<file path="src/rtl/ps2_key_decoder.sv">
// ps2_key_decoder: PS/2 Set-2 scan-code decoder with per-key held/press/release.
// Ports: clk, reset (sync, active-high), data_in[7:0], data_valid,
//   key_held/key_press/key_release[NUM_KEYS-1:0], any_held.
module ps2_key_decoder #(
  parameter int NUM_KEYS = 4,
  parameter logic [9*NUM_KEYS-1:0] KEY_CODES =
    {9'h01E, 9'h016, 9'h05A, 9'h029},
  parameter int TIMEOUT_CYCLES = 500000
) (
  input  logic                clk,
  input  logic                reset,
  input  logic [7:0]          data_in,
  input  logic                data_valid,
  output logic [NUM_KEYS-1:0] key_held,
  output logic [NUM_KEYS-1:0] key_press,
  output logic [NUM_KEYS-1:0] key_release,
  output logic                any_held
);

  localparam int CW = $clog2(TIMEOUT_CYCLES + 1);
  localparam logic [CW-1:0] TO_LAST = CW'(TIMEOUT_CYCLES - 1);

  typedef enum logic [1:0] {
    IDLE,
    EXT,
    BRK,
    EXT_BRK
  } state_t;

  state_t        state, state_nxt;
  logic [CW-1:0] cnt, cnt_nxt;

  logic          is_e0, is_f0, is_aa, is_ign;
  logic          make_ev, brk_ev, clr_all;
  logic [8:0]    code;

  logic [NUM_KEYS-1:0] match;
  logic [NUM_KEYS-1:0] press_nxt, rel_nxt, held_nxt;

  assign is_e0  = (data_in == 8'hE0);
  assign is_f0  = (data_in == 8'hF0);
  assign is_aa  = (data_in == 8'hAA);
  assign is_ign = (data_in == 8'hFA) || (data_in == 8'hEE) ||
                  (data_in == 8'hFE) || (data_in == 8'h00) ||
                  (data_in == 8'hFF);

  always_ff @(posedge clk) begin
    if (reset) begin
      state <= IDLE;
      cnt   <= '0;
    end else begin
      state <= state_nxt;
      cnt   <= cnt_nxt;
    end
  end

  // Timeout fires on the idle cycle that would bring the count
  // to TIMEOUT_CYCLES; a byte in that cycle is decoded instead.
  always_comb begin
    state_nxt = state;
    cnt_nxt   = cnt;
    if (data_valid) begin
      cnt_nxt = '0;
      unique case (state)
        IDLE: begin
          if (is_e0)      state_nxt = EXT;
          else if (is_f0) state_nxt = BRK;
        end
        EXT: begin
          if (is_f0)      state_nxt = EXT_BRK;
          else if (!is_e0) state_nxt = IDLE;
        end
        BRK:     state_nxt = IDLE;
        EXT_BRK: state_nxt = IDLE;
        default: state_nxt = IDLE;
      endcase
    end else if (state != IDLE) begin
      if (cnt == TO_LAST) begin
        state_nxt = IDLE;
        cnt_nxt   = '0;
      end else begin
        cnt_nxt = cnt + 1'b1;
      end
    end
  end

  always_comb begin
    make_ev = 1'b0;
    brk_ev  = 1'b0;
    clr_all = 1'b0;
    code    = {1'b0, data_in};
    if (data_valid) begin
      unique case (state)
        IDLE: begin
          unique case (1'b1)
            is_aa:                 clr_all = 1'b1;
            is_e0, is_f0, is_ign:  make_ev = 1'b0;
            default:               make_ev = 1'b1;
          endcase
        end
        EXT: begin
          code    = {1'b1, data_in};
          make_ev = !is_e0 && !is_f0;
        end
        BRK: brk_ev = 1'b1;
        EXT_BRK: begin
          code   = {1'b1, data_in};
          brk_ev = 1'b1;
        end
        default: make_ev = 1'b0;
      endcase
    end
  end

  always_comb begin
    match = '0;
    for (int i = 0; i < NUM_KEYS; i++) begin
      match[i] = (KEY_CODES[9*i +: 9] == code);
    end
  end

  assign press_nxt = {NUM_KEYS{make_ev}} & match & ~key_held;
  assign rel_nxt   = {NUM_KEYS{brk_ev}} & match & key_held;
  assign held_nxt  = clr_all ? '0 : ((key_held | press_nxt) & ~rel_nxt);

  always_ff @(posedge clk) begin
    if (reset) begin
      key_held    <= '0;
      key_press   <= '0;
      key_release <= '0;
    end else begin
      key_held    <= held_nxt;
      key_press   <= press_nxt;
      key_release <= rel_nxt;
    end
  end

  assign any_held = |key_held;

endmodule

</file>
<file path="config.mk">
export PLATFORM = sky130hd
export DESIGN_NAME = ps2_key_decoder
export DESIGN_NICKNAME = d
export VERILOG_FILES = /design/src/rtl/ps2_key_decoder.sv
export SDC_FILE = /design/constraint.sdc
export NUM_CORES = 1
export LEC_CHECK = 0
export CORE_ASPECT_RATIO = 1.2
export CORE_MARGIN = 1.5
export CORE_UTILIZATION = 40
export CTS_BUF_LIST = sky130_fd_sc_hd__clkbuf_16
export DETAILED_ROUTE_END_ITERATION = 12
export PLACE_DENSITY = 0.59
export SETUP_SLACK_MARGIN = 0.5
export SLEW_MARGIN = 20
export SYNTH_ARGS = -nofsm -noshare
export SYNTH_HDL_FRONTEND = slang
export SYNTH_SLANG_ARGS = --single-unit
</file>
<file path="constraint.sdc">
create_clock -name clk -period 1.7 [get_ports clk]
set_input_delay 0.17 -clock clk [delete_from_list [all_inputs] [get_ports clk]]
set_output_delay 0.17 -clock clk [all_outputs]
set_load 0.1 [all_outputs]
</file>
After elaboration in Yosys (flattened, before gate mapping)
Cells that the tools add are included.

operators by class
  add/sub/neg operators = 1
  multipliers = 0
  divide/modulo/power cells = 0
  order comparisons = 0
  eq/ne operators = 17
  shift-type cells = 0
  muxes and demuxes = 19
  bitwise gates (word level) = 8
  reduce and logical (&&, ||, !) cells = 19

operator list
  cell                                                                    number
  8-bit equality test (second input constant)                             7
  4-bit bitwise AND                                                       5
  19-bit by 1-bit adder with 19-bit output (second input constant)        1
  19-bit equality test (second input constant)                            1
  19-bit two-way mux                                                      1
  5-bit by 9-bit equality test with 1-bit output (first input constant)   2
  9-bit two-way mux                                                       2
  2-bit two-way mux                                                       7
  6-bit by 9-bit equality test with 1-bit output (first input constant)   1
  7-bit by 9-bit equality test with 1-bit output (first input constant)   1
  8-bit logical NOT                                                       1
  4-bit inequality test (second input constant)                           2
  4-bit NOT                                                               2
  2-bit OR reduction                                                      4
  4-bit OR reduction                                                      2
  1-bit two-way mux                                                       7
  2-bit case mux with 3 select lines                                      1
  2-bit nonzero test                                                      3
  2-bit equality test (second input constant)                             2
  1-bit logical OR                                                        4
  4-bit OR                                                                1
  4-bit AND reduction                                                     1
  2-bit by 1-bit equality test with 1-bit output (second input constant)  1
  1-bit logical NOT                                                       2
  other kinds (3)                                                         3

word-level totals
  register bits = 33
  latch bits = 0
  memory bits (writable) = 0
  ROM bits = 0
  input bits = 11
  output and inout bits = 13
  word-level logic and storage cells = 69
  memories kept = 0

Logic depth before layout (Yosys ltp)
  word-level depth = 13
  mapped depth = 7
  gate-level depth less buffers = 5

Worst setup path after synthesis
Ideal clock, no wire load.

  path type = flip-flop to output port
  start = reg key_held[1]
  end = out any_held
  data arrival time = 1.815 ns
  required time = 1.530 ns
  slack = -0.285 ns
  cell stages (with the launch flop) = 2
  path buffers = 0
  path through = dfxtp_1 or4_1

between the ends
  word-level cells in the longest chain between the ends = 1

ends and longest elaborated chain
  what                    RTL line  RTL
  from (decl)             14        output logic [NUM_KEYS-1:0] key_held,
  from (signal assigned)  132       key_held <= held_nxt;
  4-bit OR reduction      138       assign any_held = |key_held;
  to (decl)               17        output logic any_held

Every way passes these cells.

Worst setup path after layout
Ends and elaborated chain as after synthesis.

==> flow_summary.toml <==
[routing]
via_per_inst = 5.715
wire_per_inst_um = 17.82
ant_nets = 0
first_iter_violations = 98
first_pass_iters = 4
dr_total_vias = 1823
wirelength_um = 5686
drcViolationCount = 0

[synth]
synthTopCellsByArea = "dfxtp_1 40%, nor2_1 4.3%, or3_1 4.1%"
synthFlopType = "dfxtp_1"
syn-num-nets = 196
async_flop_share_pct = 0
synth_most_common_cell = "dfxtp_1"
synth-seq-cells = 33
synth.top_cell.area_share_pct = 39.76
syn_inst = 184
yosys.area.top_type = "dfxtp_1"
synth_edf_count = 0
synth_warnings = 0
ys_seq_area_share_pct = 39.76
syn_avg_cell_area_sq_um = 9.030
yosysUniqueCellTypes = 51
syn_area_sq_um = 1662
synth_common_cells = "33 x dfxtp_1, 19 x nor2_1, 11 x nand2_1, 11 x o21ai_0, 11 x or3_1"

[job]
drv_cap = 0

[worst_setup_path]
critPathRequiredTime_ns = 1.53
arrival_ns = 1.34
reg2regPathDepth = 4
cp-start-kind = "flop"
crit_start = "key_held[1]"
reg2reg_from = "cnt[15]"
worst-path-max-fanout = 2
reg2reg_to = "cnt[18]"
crit_end = "any_held"
crit_path_end_kind = "output port"
path_class = "reg -> out"
ff2ff_setup_slack_ns = 0.23

[grt]
grtUsageTotal_pct = 24.05
grt_pass1_wl_um = 8079
use_met1_pct = 25.73
first_global_vias = 1734
grt_max_degree = 11
grtUsageMet3_pct = 4.930
busiest_layer = "met2"
grt_overflow = 0
antenna_found_initial = 0
use_met2_pct = 44.68

[power_and_ir_drop]
p_leak_nw = 1.084
powerDensity_nw_per_um2 = 606.8
peakVddDrop_uv = 405.6

[final_layout]
drive_gt1_share_pct = 60.38
stdcell_count = 319
syn_to_final_growth_pct = 75.38
num_antenna_cells = 0
fin_nets = 276
fin_util_pct = 73.35
fin_area_sq_um = 2914

[timing]
timing.final.ws_setup_ns = 0.1904
finalMaxSlewViolations = 0
min_period_ns = 1.510
final-hold-violation-count = 0
max_slew_margin_pct = 66.06
rsz0062_at_grt = "true"
tightest_slew_ns = 0.5068
clock_skew_ns = 0.003488
setup_viol = 0
max_freq_mhz = 662.4
final.setup.tns_ns = 0
finalCritPeriodShare_pct = 88.80

[clock_tree]
clk_pin_slew_ns = 0.05
ctsHtreeMaxLevel = 2
clock-root-buffer = "clkbuf_16"
numCtsBuffers = 5
clock_sinks = 33
cts_buffer_depth = 2
postCtsHoldBufs = 0
clk_latency_ns = 0.28
tritoncts = "done"

[floorplan]
io_pins = 24
die-area_sq_um = 4551
rows = 25
coreArea_sq_um = 3973
die_w_um = 61.84
initial_core_util_pct = 41.83
die_h_um = 73.60

[placed_design]
io_buffers = 23
dp.cells = 273
place_area_sq_um = 2087
pre_cts_ws_ns = -0.1376
gp_congestion = 0.8295
hpwlAfterDp_um = 3015

[run_status]
outcome = "complete, no violations"

[hold_path]
hp-class = "in -> reg"
final cells by class:
type	count	area (sq um)
inverter	7	30.03
timing repair buffer	78	678.2
sequential	33	725.7
clock inverter	3	13.76
multi-input combinational	139	1274
clock buffer	5	125.1
fill	301	1059
tap	54	67.56
report_power, final:
part	leakage (nW)	total, mW	internal (mW)	switching (mW)
Sequential	0.281	0.749	0.749	0.000439
Combinational	0.728	0.153	0.0701	0.0833
Clock	0.0748	0.866	0.531	0.335
worst min-delay path by stage:
stage / start / endpoint / slack (ns) / cells after the start
floorplan: reset / state[0] / 0.24 / 1
global placement: key_held[1] / key_press[1] / 0.44 / 1
detailed placement: key_held[1] / key_press[1] / 0.45 / 1
CTS: data_valid / key_press[0] / 0.36 / 3
global route: reset / state[0] / 0.36 / 2
finish: data_in[4] / state[1] / 0.35 / 4
flip-flops by register name (all words and copies together), names as in the netlist:
register and cells:
cnt 19, key_held 4, key_press 4, key_release 4
state 2
worst max-delay path: stages, from the launching register on:
cell and delay (ns):
dfxtp_4 0.34, or4_4 0.54, buf_12 0.18
cell families after synthesis:
| group | count (synthesis) | share of synthesized area (%) |
|---|---|---|
| AND/OR/NAND/NOR | 85 | 30.72 |
| AO/OA/AOI/OAI | 39 | 16.57 |
| flip-flops | 33 | 39.76 |
| XOR/XNOR | 12 | 6.325 |
| buffers and inverters | 12 | 4.669 |
| adder cells (fa/ha/maj) | 2 | 1.355 |
| multiplexers | 1 | 0.6024 |
layout by cell type, fill, tap and decap left out, drive strengths merged, types with 2 or more instances in the layout:
master	instances
a211oi	3
a21oi	10
a41o	2
and3	2
and4	3
buf	68
clkbuf	8
clkdlybuf4s15	3
clkinv	2
dfxtp	33
dlygate4sd2	3
inv	7
nand2	11
nand2b	2
nand3	4
nand4	10
nor2	19
nor2b	2
nor3	6
nor4	7
o2111ai	2
o211ai	2
o21ai	11
or3	11
or4	2
xnor2	7
xor2	5
stage by stage:
step	hold slack [ns]	power [mW]
global placement	0.4390	0.8961
floorplan	0.2412	0.8378
global route	0.3637	1.813
finish	0.3454	1.768
detailed placement	0.4452	0.8964
CTS	0.3603	1.749
repair_timing:
| item | CTS | global route |
|---|---|---|
| pin swaps | 19 | 17 |
| endpoints found under the setup margin | 34 | 34 |
| resized for setup | 59 | 55 |
| hold endpoints to repair | 0 | 0 |
| buffers inserted | 28 | 10 |
routing by layer:
layer | share of wire (%) | vias to the layer above
met4 | 2.6 | 0
met5 | 0 | -
met1 | 37 | 883
met2 | 55 | 67
li1 | - | 855
met3 | 4.7 | 18
No activity file was read; power rests on OpenSTA's default activity.
